### src/rtl/cic_pkg.sv
// Shared constants and helpers for the multi-channel CIC interpolator.
package cic_pkg;

  function automatic int cic_width(input int bw, input int n, input int log2_max_rate);
    return bw + n * log2_max_rate;
  endfunction

  function automatic logic [3:0] floor_log2(input logic [7:0] v);
    logic [3:0] r;
    r = 4'd0;
    for (int i = 0; i < 8; i++) begin
      if (v[i]) r = 4'(i);
    end
    return r;
  endfunction

  // Number of top bits of the shifted result that must agree for it to fit in bw bits.
  function automatic int sat_guard_bits(input int w, input int bw);
    return w - bw + 1;
  endfunction

  // floor(log2(r^(n-1))): r^(n-1) lies in [2^((n-1)*lg), 2^((n-1)*(lg+1))), so only n-2 extra bits need testing.
  function automatic logic [5:0] gain_shift(input logic [8:0] r, input int n);
    logic [63:0] prod;
    int          lg;
    int          base;
    int          s;
    prod = 64'd1;
    for (int i = 0; i < 8; i++) begin
      if (i < n - 1) prod = prod * {55'd0, r};
    end
    lg   = r[8] ? 8 : int'(floor_log2(r[7:0]));
    base = (n - 1) * lg;
    s    = base;
    for (int k = 1; k < 8; k++) begin
      if ((k < n - 1) && ((prod >> (base + k)) != 64'd0)) s = base + k;
    end
    return 6'(s);
  endfunction

endpackage

### src/rtl/cic_interp_chan.sv
// One channel of the CIC interpolator: comb chain, zero-stuffing integrators,
// round-half-up normalisation and saturation to the sample width.
module cic_interp_chan import cic_pkg::*; #(
  parameter int BW = 16,
  parameter int N  = 4,
  parameter int W  = 44
) (
  input  logic          clock,
  input  logic          reset,
  input  logic          enable,
  input  logic          adv_i,
  input  logic          in_ready_i,
  input  logic [5:0]    shift_i,
  input  logic [BW-1:0] x_i,
  output logic [BW-1:0] y_o,
  output logic          sat_o
);

  localparam int G = sat_guard_bits(W, BW);

  logic signed [W-1:0] c_q  [N];
  logic signed [W-1:0] c_d  [N];
  logic signed [W-1:0] cd_q [N];
  logic signed [W-1:0] cd_d [N];
  logic signed [W-1:0] g_q  [N];
  logic signed [W-1:0] g_d  [N];
  logic [BW-1:0]       y_q, y_d;

  logic signed [W-1:0] x_ext_s, rnd_s, sum_s, sh_s;
  logic [G-1:0]        guard_s;
  logic                sat_s;
  logic [BW-1:0]       y_sat_s;

  always_comb begin
    x_ext_s = {{(W-BW){x_i[BW-1]}}, x_i};
    rnd_s   = (shift_i == 6'd0) ? '0 : ({{(W-1){1'b0}}, 1'b1} << (shift_i - 6'd1));
    sum_s   = g_q[N-1] + rnd_s;
    sh_s    = sum_s >>> shift_i;
    guard_s = sh_s[W-1 -: G];
    sat_s   = !((&guard_s) || !(|guard_s));
    if (sat_s) begin
      y_sat_s = sh_s[W-1] ? {1'b1, {(BW-1){1'b0}}} : {1'b0, {(BW-1){1'b1}}};
    end else begin
      y_sat_s = sh_s[BW-1:0];
    end
  end

  assign sat_o = adv_i & sat_s;
  assign y_o   = y_q;

  always_comb begin
    c_d  = c_q;
    cd_d = cd_q;
    g_d  = g_q;
    y_d  = y_q;
    if (!enable) begin
      for (int i = 0; i < N; i++) begin
        c_d[i]  = '0;
        cd_d[i] = '0;
        g_d[i]  = '0;
      end
      y_d = '0;
    end else begin
      if (in_ready_i) begin
        c_d[0]  = x_ext_s - cd_q[0];
        cd_d[0] = x_ext_s;
        for (int i = 1; i < N; i++) begin
          c_d[i]  = c_q[i-1] - cd_q[i];
          cd_d[i] = c_q[i-1];
        end
      end
      // Integrators run at the output rate; the comb output enters only on in_ready cycles.
      if (adv_i) begin
        g_d[0] = g_q[0] + (in_ready_i ? c_q[N-1] : '0);
        for (int j = 1; j < N; j++) begin
          g_d[j] = g_q[j] + g_q[j-1];
        end
        y_d = y_sat_s;
      end
    end
  end

  always_ff @(posedge clock) begin
    if (reset) begin
      for (int i = 0; i < N; i++) begin
        c_q[i]  <= '0;
        cd_q[i] <= '0;
        g_q[i]  <= '0;
      end
      y_q <= '0;
    end else begin
      c_q  <= c_d;
      cd_q <= cd_d;
      g_q  <= g_d;
      y_q  <= y_d;
    end
  end

endmodule

### src/rtl/cic_interp_mc.sv
// Multi-channel CIC interpolator: shared phase counter and rate/shift control,
// per-channel datapaths, sticky overflow.
module cic_interp_mc import cic_pkg::*; #(
  parameter int BW            = 16,
  parameter int N             = 4,
  parameter int LOG2_MAX_RATE = 7,
  parameter int NCH           = 2
) (
  input  logic              clock,
  input  logic              reset,
  input  logic              enable,
  input  logic [7:0]        rate,
  input  logic              strobe_out,
  input  logic [NCH*BW-1:0] signal_in,
  output logic              in_ready,
  output logic [NCH*BW-1:0] signal_out,
  output logic              out_valid,
  output logic              overflow
);

  localparam int         W    = cic_width(BW, N, LOG2_MAX_RATE);
  localparam logic [8:0] RMAX = 9'(2 ** LOG2_MAX_RATE);

  logic [8:0] r_q, r_d, p_q, p_d;
  logic [5:0] s_q, s_d;
  logic       en_q, out_valid_q, overflow_q, overflow_d;
  logic [8:0] r_new_s, r_cur_s;
  logic       adv_s, in_ready_s, latch_s;
  logic [NCH-1:0] sat_s;

  assign adv_s      = enable & strobe_out;
  assign in_ready_s = adv_s & (p_q == 9'd0);
  assign latch_s    = in_ready_s | (enable & ~en_q);

  always_comb begin
    if (rate == 8'd0) begin
      r_new_s = 9'd1;
    end else if ({1'b0, rate} > RMAX) begin
      r_new_s = RMAX;
    end else begin
      r_new_s = {1'b0, rate};
    end
    r_cur_s = latch_s ? r_new_s : r_q;
  end

  always_comb begin
    r_d = r_q;
    s_d = s_q;
    p_d = p_q;
    if (!enable) begin
      p_d = 9'd0;
    end else begin
      if (latch_s) begin
        r_d = r_new_s;
        s_d = gain_shift(r_new_s, N);
      end
      // A rate picked up at p==0 already governs the wrap of the period it starts.
      if (adv_s) begin
        p_d = (p_q + 9'd1 >= r_cur_s) ? 9'd0 : p_q + 9'd1;
      end
    end
    overflow_d = overflow_q | (|sat_s);
  end

  always_ff @(posedge clock) begin
    if (reset) begin
      r_q         <= 9'd1;
      s_q         <= 6'd0;
      p_q         <= 9'd0;
      en_q        <= 1'b0;
      out_valid_q <= 1'b0;
      overflow_q  <= 1'b0;
    end else begin
      r_q         <= r_d;
      s_q         <= s_d;
      p_q         <= p_d;
      en_q        <= enable;
      out_valid_q <= adv_s;
      overflow_q  <= overflow_d;
    end
  end

  assign in_ready  = in_ready_s;
  assign out_valid = out_valid_q;
  assign overflow  = overflow_q;

  for (genvar c = 0; c < NCH; c++) begin : g_chan
    cic_interp_chan #(
      .BW(BW),
      .N (N),
      .W (W)
    ) u_chan (
      .clock     (clock),
      .reset     (reset),
      .enable    (enable),
      .adv_i     (adv_s),
      .in_ready_i(in_ready_s),
      .shift_i   (s_q),
      .x_i       (signal_in[c*BW +: BW]),
      .y_o       (signal_out[c*BW +: BW]),
      .sat_o     (sat_s[c])
    );
  end

endmodule

### config.mk
export PLATFORM = sky130hd
export DESIGN_NAME = cic_interp_mc
export DESIGN_NICKNAME = d
export VERILOG_FILES = /design/src/rtl/cic_pkg.sv /design/src/rtl/cic_interp_chan.sv /design/src/rtl/cic_interp_mc.sv
export SDC_FILE = /design/constraint.sdc
export NUM_CORES = 2
export LEC_CHECK = 0
export BUFFER_PORTS_ARGS = -buffer_cell sky130_fd_sc_hd__clkbuf_2
export CAP_MARGIN = 20
export CORE_UTILIZATION = 55
export CTS_CLUSTER_SIZE = 10
export DETAILED_ROUTE_END_ITERATION = 10
export PLACE_DENSITY_LB_ADDON = 0.3
export SLEW_MARGIN = 20
export SYNTH_ARGS = -nofsm -noshare
export SYNTH_HDL_FRONTEND = slang
export SYNTH_HIERARCHICAL = 1
export SYNTH_SLANG_ARGS = --single-unit
### constraint.sdc
create_clock -name clock -period 12.5 [get_ports clock]
set_input_delay 0 -clock clock [delete_from_list [all_inputs] [get_ports clock]]
set_output_delay 0 -clock clock [all_outputs]
set_load 0.01 [all_outputs]
Yosys cells after proc, flatten, opt, wreduce, memory -nomap -nowiden --
Index checks and enable logic that the tools add are counted.
Storage, ports and cells: input bits 44, output and inout port bits 35, register bits after elaboration 1059, word-level logic and storage cells 120
Cells by class: reductions and logical operators 18, $add $sub $neg 22, mux-type cells 29, order comparisons 2, multipliers 3, bitwise gates (word level) 9, shifts and indexed selects 5
Operator list (count):
- $add 44x44->44 | 10
- $mux 64 | 6
- $sub 44x44->44 | 6
- $mux 44 | 3
- $mul 64x9->64 | 2
- $reduce_bool 64->1 | 2
- $shr 64x7->64 | 2
- $sshr 44x6->44 | 2
- $mux 16 | 4
- $reduce_and 29->1 | 2
- $reduce_or 29->1 | 2
- $shl 1x6->44 const A | 1
- $mux 4 | 9
- $sub 16x16->17 | 2
- $mux 9 | 3
- $mux 6 | 2
- $add 9x1->9 const B | 1
- $ge 9x9->1 | 1
- $logic_not 9->1 | 1
- $gt 8x8->1 const B | 1
- $logic_not 8->1 | 1
- $mux 8 | 1
- $add 6x1->7 const B | 1
- $add 6x2->7 const B | 1
- other kinds (11) | 22

Longest topological paths before layout --
depth in word-level cells 19, depth in mapped cells 49, depth with buffers taken out 46

Hierarchy --
The synthesis kept the hierarchy.
Modules (own cells, without submodules):
- cic_interp_chan (g_chan[1].u_chan) | sequential area each 9248.9 um^2, area each 36507.5 um^2, instances 1, cells an instance 4628
- cic_interp_chan (g_chan[0].u_chan) | sequential area each 9248.9 um^2, area each 36382.4 um^2, instances 1, cells an instance 4605
- cic_interp_mc | sequential area each 540.5 um^2, area each 9927.0 um^2, instances 1, cells an instance 1274

Least setup slack after synthesis --
OpenSTA, ideal clock, no wires.
path type input-to-reg, start point input port rate[7], end point register s_q[3], data arrival time 10.721 ns, path slack 1.705 ns, buffers on the path 5, data required time 12.426 ns, setup time 0.074 ns, stages on the path 48, cell sequence clkbuf_1 > clkbuf_1 > or2_2 > clkbuf_1 > nor2_1 > inv_1 > fa_1 > fa_1 > inv_1 > ha_1 > inv_1 > fa_1 > inv_1 > ha_1 > a21oi_1 > nor2_1 > nor2_1 > o21bai_1 > (+12 left out) > fa_1 > inv_1 > ha_1 > buf_6 > a21oi_2 > o21ai_2 > a41o_1 > a311o_1 > and2_1 > buf_1 > a32o_1 > a2111o_1 > o41a_1 > o31ai_2 > nand4bb_2 > a21o_1 > or3_1 > a31oi_1
Between the ends: longest elaborated chain between the ends 19
RTL lines:
- from (decl) | line cic_interp_mc.sv:12 | input logic [7:0] rate,
- $gt 8x8->1 | line cic_interp_mc.sv:38 | end else if ({1'b0, rate} > RMAX) begin
- $mux 8 | line cic_interp_mc.sv:38
- $mux 9 * | line cic_interp_mc.sv:36 | if (rate == 8'd0) begin
- parallel branches: the longest is 15 deep, another holds $mul 64x9->64
- $mux 6 * | line cic_pkg.sv:36 | if ((k < n - 1) && ((prod >> (base + k)) != 64'd0)) s = base + k;
- to (signal assigned) | line cic_interp_mc.sv:68 | s_q <= 6'd0;
- to (signal assigned) | line cic_interp_mc.sv:75 | s_q <= s_d;
- to (decl) | line cic_interp_mc.sv:25 | logic [5:0] s_q, s_d;
Mark *: on every way between the ends. The select of a mux whose other input is x is not followed. A chain may end at the register's enable or synchronous reset.

Final worst setup path --
start point input port rate[7], end point register s_q[4]
Same word-level chain as after synthesis.

==> impl.org <==
** Timing
- Final Hold Fails :: 0
- Peak clock frequency supported by timing :: ~85 MHz
- In this run the tightest slew margin relative to its limit is a little under a tenth.
- Minimum clock period :: ~12 ns
- Summed over all failing endpoints, the final setup total negative slack is 0 ns.
- Unrepaired setup endpoints after global routing :: false
- Setup violations remaining at the end of the flow were counted as 0.
- Transition time at the pin with the least slew margin :: around 1.3 ns
- The final critical path takes up between 90% and 100% of the cycle.
- The max-slew violation count was 0.
- Largest clock skew in the final design :: about 0.099 ns

** Clocking
- After clock tree synthesis, the clock-pin slew on the worst setup and hold paths is 0.06 ns.
- Total number of clock tree sinks :: between 900 and 1,000
- Clock latency on the worst-skew pair, taken at its later pin, is 0.79 ns.
- TritonCTS built the clock tree.
- The H-tree was split into 3 levels.
- In this run, CTS created clock tree buffers numbering around 110.
- CTS Root Cell :: sky130_fd_sc_hd__clkbuf_16
- After clock tree synthesis, the setup repair step added 0 buffers.
- Buffer depth of the longest clock path :: 3

** Yosys
- After synthesis, the largest family of logic cells by area is compound AO/OA/AOI/OAI gates.
- Count of unique library cells instantiated by Yosys :: 150
- Mean instance size in the synthesized netlist :: 7.88 um^2
- After synthesis, the share of flip-flops with an asynchronous set or reset is 0%.
- Summing every instance area after synthesis gives just over 0.08 mm^2.
- Number of enable flip-flop cells after synthesis :: 0
- Synth Flop Type :: sky130_fd_sc_hd__dfxtp_1
- Simple-gate area share of the yosys netlist :: between 10% and 20%
- Fraction of the mapped netlist area in compound gates :: between 20% and 30%
- In this run, synthesis produced a sequential element count of between 900 and 1,000.
- Of the total synthesized cell area, the portion taken by XOR and XNOR cells is roughly 5.8%.
- Multiplexer cells account for under 10% of the synthesized area.
- The synthesized netlist devotes between 10 and 15% of its cell area to adder and majority cells.
- Synthesis produced 10,507 cells.
- Yosys synthesis warning count :: 6
- Sequential element share of the synthesized area :: a little under a quarter

** Global route
- Grt ovf :: 0
- Entering global routing, the biggest net connects approximately 130 pins.
- The via count of the first global-routing pass was roughly 72,000.
- Wire length of the first global-routing pass :: between 300,000 and 400,000 um
- Total global-route track usage :: 29.5%
- Number of antenna violations at the first check in global routing :: 2

** Die
- Placeable core region :: 0.150 mm^2
- For this configuration, the core starts out at a cell density of roughly 55%.
- From left edge to right edge, the die measures ~390 um.
- The die is slightly below 400 um tall.
- Die Area :: approximately 0.15 mm^2
- Top-level I/O count :: 79
- Row cnt :: 142

** Pwr
- Share of total power in the clock network :: a little over a quarter
- Of the total power, the share spent switching nets is about two fifths.
- Proportion of power drawn by flip-flops and latches :: a little over a quarter
- The internal portion of the total power is roughly 7.0 mW.
- In this run the static leakage power is between 30 and 40 nW.
- Across the VDD grid, the largest voltage drop is about 0.00023 V.
- Gate power share :: ~47%
- Power per Cell Area :: 134 mW/mm^2
- Switching power total :: 4.92 mW
- Total power after layout :: 11.9 mW

** Placed design
- The wire-length estimate of the detail-placed layout is between 150,000 and 200,000 um.
- Input and output buffers added on the ports amount to slightly below 80.
- Global placer's final weighted congestion :: roughly 0.97
- After detailed placement, the design holds a cell count of ~12,000.

** Critical path
- Crit-path slowest cell :: sky130_fd_sc_hd__fa_1
- For the worst setup path, the data arrival time is about 12 ns.
- Critical path startpoint category :: primary input
- Largest fanout on the critical path :: 10
- At the worst endpoint, the required time is 13.17 ns.
- Most used cell, CP :: sky130_fd_sc_hd__fa_1
- Worst Setup Path Type :: in2reg
- On the worst path, the slowest cell contributes a delay of ~0.55 ns.
- Critical path capture point type :: register

** Detailed routing
- For this run, the detailed router's first-pass iteration total came to 9.
- In the routed design, unresolved DRC markers number 0.
- Routed Wire Length :: around 230,000 um
- Vias per Instance :: around 6.1
- First DRT Iteration DRCs :: between 5,000 and 6,000
- Wire length per cell :: approximately 19 um
- Number of vias in the routed layout :: 75,681
- The count of nets left with antenna violations once routing finished came out at 0.

** Worst hold path
- The path class of the tightest hold or removal check is in2reg.

** Final layout
- Fill cell instance count of the final layout :: 13,565
- Flip-flop and latch area :: about 0.019 mm^2
- Summing all multi-input logic gate instances after layout gives a little under 0.06 mm^2.
- The number of antenna diodes in the final layout is 0.
- For this run, the number of standard cells in the final layout without fillers is 12,455.
- Total number of nets in the final design :: ~11,000
- The area growth from synthesis to layout is 7.02%.
- Of the cells placed in the final design, the portion with a size suffix greater than 1 is 5.68%.

** Flow run
- Max-cap violations in this run came to 0.

** Outcome
- The flow ran to the end, and the final reports show no timing, DRC or antenna violations.
-- cell usage in the layout (no fill, tap or decap), types with 40 or more instances in the layout --
cell	instances
sky130_fd_sc_hd__nand2b_1	112
sky130_fd_sc_hd__a21boi_0	62
sky130_fd_sc_hd__dlygate4sd3_1	49
sky130_fd_sc_hd__or2_2	49
sky130_fd_sc_hd__or3_1	64
sky130_fd_sc_hd__mux2_2	41
sky130_fd_sc_hd__dfxtp_1	945
sky130_fd_sc_hd__buf_4	98
sky130_fd_sc_hd__ha_1	764
sky130_fd_sc_hd__o211ai_1	99
sky130_fd_sc_hd__o21a_1	130
sky130_fd_sc_hd__clkbuf_2	78
sky130_fd_sc_hd__a211o_1	40
sky130_fd_sc_hd__nand4_1	73
sky130_fd_sc_hd__nand3_1	211
sky130_fd_sc_hd__nor3_1	231
sky130_fd_sc_hd__o21ai_0	464
sky130_fd_sc_hd__fa_1	128
sky130_fd_sc_hd__xnor2_1	371
sky130_fd_sc_hd__nor2b_1	113
sky130_fd_sc_hd__o31ai_1	56
sky130_fd_sc_hd__a21oi_1	771
sky130_fd_sc_hd__nor2_1	1532
sky130_fd_sc_hd__xor2_1	171
sky130_fd_sc_hd__mux2i_1	686
sky130_fd_sc_hd__inv_1	637
sky130_fd_sc_hd__a31oi_1	89
sky130_fd_sc_hd__and2_1	183
sky130_fd_sc_hd__a21o_1	270
sky130_fd_sc_hd__and3_1	76
sky130_fd_sc_hd__a211oi_1	172
sky130_fd_sc_hd__o21bai_1	79
sky130_fd_sc_hd__nand2_1	684
sky130_fd_sc_hd__clkbuf_16	113
-- power by group through the flow --
stage	Clock (mW)	Sequential (mW)	Combinational (mW)
finish	3.11	3.17	5.61
global placement	0	3.22	5.43
detailed placement	0	3.23	5.47
CTS	3.19	3.16	5.51
global route	3.31	3.17	6.12
floorplan	0	3.18	4.19
-- synth_stat cells, types with 56 or more instances --
| master | instances | area (um^2) |
|---|---|---|
| sky130_fd_sc_hd__nor2_1 | 1535 | 5760 |
| sky130_fd_sc_hd__dfxtp_1 | 951 | 19000 |
| sky130_fd_sc_hd__a21oi_1 | 773 | 3870 |
| sky130_fd_sc_hd__ha_1 | 764 | 9560 |
| sky130_fd_sc_hd__mux2i_1 | 686 | 6870 |
| sky130_fd_sc_hd__nand2_1 | 685 | 2570 |
| sky130_fd_sc_hd__inv_1 | 640 | 2400 |
| sky130_fd_sc_hd__o21ai_0 | 464 | 2320 |
| sky130_fd_sc_hd__xnor2_1 | 371 | 3250 |
| sky130_fd_sc_hd__clkbuf_1 | 332 | 1250 |
| sky130_fd_sc_hd__a21o_1 | 270 | 2030 |
| sky130_fd_sc_hd__nor3_1 | 231 | 1160 |
| sky130_fd_sc_hd__nand3_1 | 211 | 1060 |
| sky130_fd_sc_hd__and2_1 | 183 | 1140 |
| sky130_fd_sc_hd__a211oi_1 | 173 | 1300 |
| sky130_fd_sc_hd__xor2_1 | 171 | 1500 |
| sky130_fd_sc_hd__o21a_1 | 130 | 976 |
| sky130_fd_sc_hd__fa_1 | 128 | 2560 |
| sky130_fd_sc_hd__nand2b_1 | 114 | 713 |
| sky130_fd_sc_hd__nor2b_1 | 114 | 713 |
| sky130_fd_sc_hd__o211ai_1 | 99 | 743 |
| sky130_fd_sc_hd__a31oi_1 | 89 | 557 |
| sky130_fd_sc_hd__o21bai_1 | 79 | 593 |
| sky130_fd_sc_hd__buf_1 | 78 | 293 |
| sky130_fd_sc_hd__and3_1 | 77 | 482 |
| sky130_fd_sc_hd__nand4_1 | 73 | 457 |
| sky130_fd_sc_hd__or3_1 | 64 | 400 |
| sky130_fd_sc_hd__a21boi_0 | 62 | 465 |
| sky130_fd_sc_hd__o31ai_1 | 56 | 420 |
-- path summary, 6_finish.rpt --
| kind | from | depth (start not counted) | slack, ns | endpoint |
|---|---|---|---|---|
| worst min register to register | g_chan[1].u_chan/c_q[37] | 2 | 0.45 | g_chan[1].u_chan/c_q[37] |
| worst max-delay path | rate[7] | 45 | 0.72 | s_q[4] |
| worst max register to register | s_q[0] | 23 | 3.81 | g_chan[0].u_chan/y_o[2] |
| worst min-delay path | signal_in[8] | 4 | 0.05 | g_chan[0].u_chan/cd_q[140] |
-- what timing repair did --
action,4_1_cts,5_1_grt
hold endpoints to repair,94,0
resized for setup,0,1
hold buffers,49,0
setup endpoints to repair,0,2
-- per-layer routing --
metal | wire length (um) | track usage, % | up-vias
met5 | 18 | 0 | -
met4 | 7870 | 9.95 | 2
met3 | 12200 | 3.51 | 451
met2 | 105000 | 48.2 | 2109
met1 | 107000 | 40.3 | 35919
li1 | - | - | 37200
-- sequential cells by signal, indices dropped and copies added (netlist names) --
| name | flops |
|---|---|
| r_q | 9 |
| g_chan.u_chan/g_q | 352 |
| p_q | 9 |
| en_q | 1 |
| g_chan.u_chan/c_q | 298 |
| out_valid | 1 |
| g_chan.u_chan/cd_q | 242 |
| overflow | 1 |
| s_q | 6 |
| g_chan.u_chan/y_o | 32 |
-- metrics by stage --
step           instance area (um^2)  util, %  hold slack [ns]  worst slack (ns)
3_3_place_gp                  84700     56.6            0.247             0.509
3_5_place_dp                  84700     56.6            0.249             0.329
5_1_grt                       88600     59.2           0.0338            0.0452
4_1_cts                       88600     59.2         0.000932             0.894
6_report                      88600     59.2           0.0473             0.722
2_1_floorplan                 82900        -            0.134              1.70
-- layout make-up --
type	count	share of cell area, %
multi-input cells	8449	67.2
clock inverters	17	0.392
well taps	2016	2.85
repair buffers	226	1.85
inverters	651	2.77
clock buffers	145	3.48
flip-flops and latches	951	21.5
-- worst max-delay path: cells and delay by family --
family / cells / cell delay, ns
xor gates and xnor gates: 1 / 0.36
buffers and inverters: 9 / 1.32
muxes: 1 / 0.16
AOI/OAI and AO/OA: 19 / 4.62
adders and majority gates: 10 / 4.43
and+or+nand+nor: 5 / 1.51
-- kinds of logic after synthesis --
logic type / count (synthesis)
buffers and inverters: 1125
DFF: 951
muxes: 758
AOI/OAI and AO/OA: 2713
other: 2
and+or+nand+nor: 3523
xor gates and xnor gates: 543
adders and majority gates: 892
No activity file was read; power rests on OpenSTA's default activity.
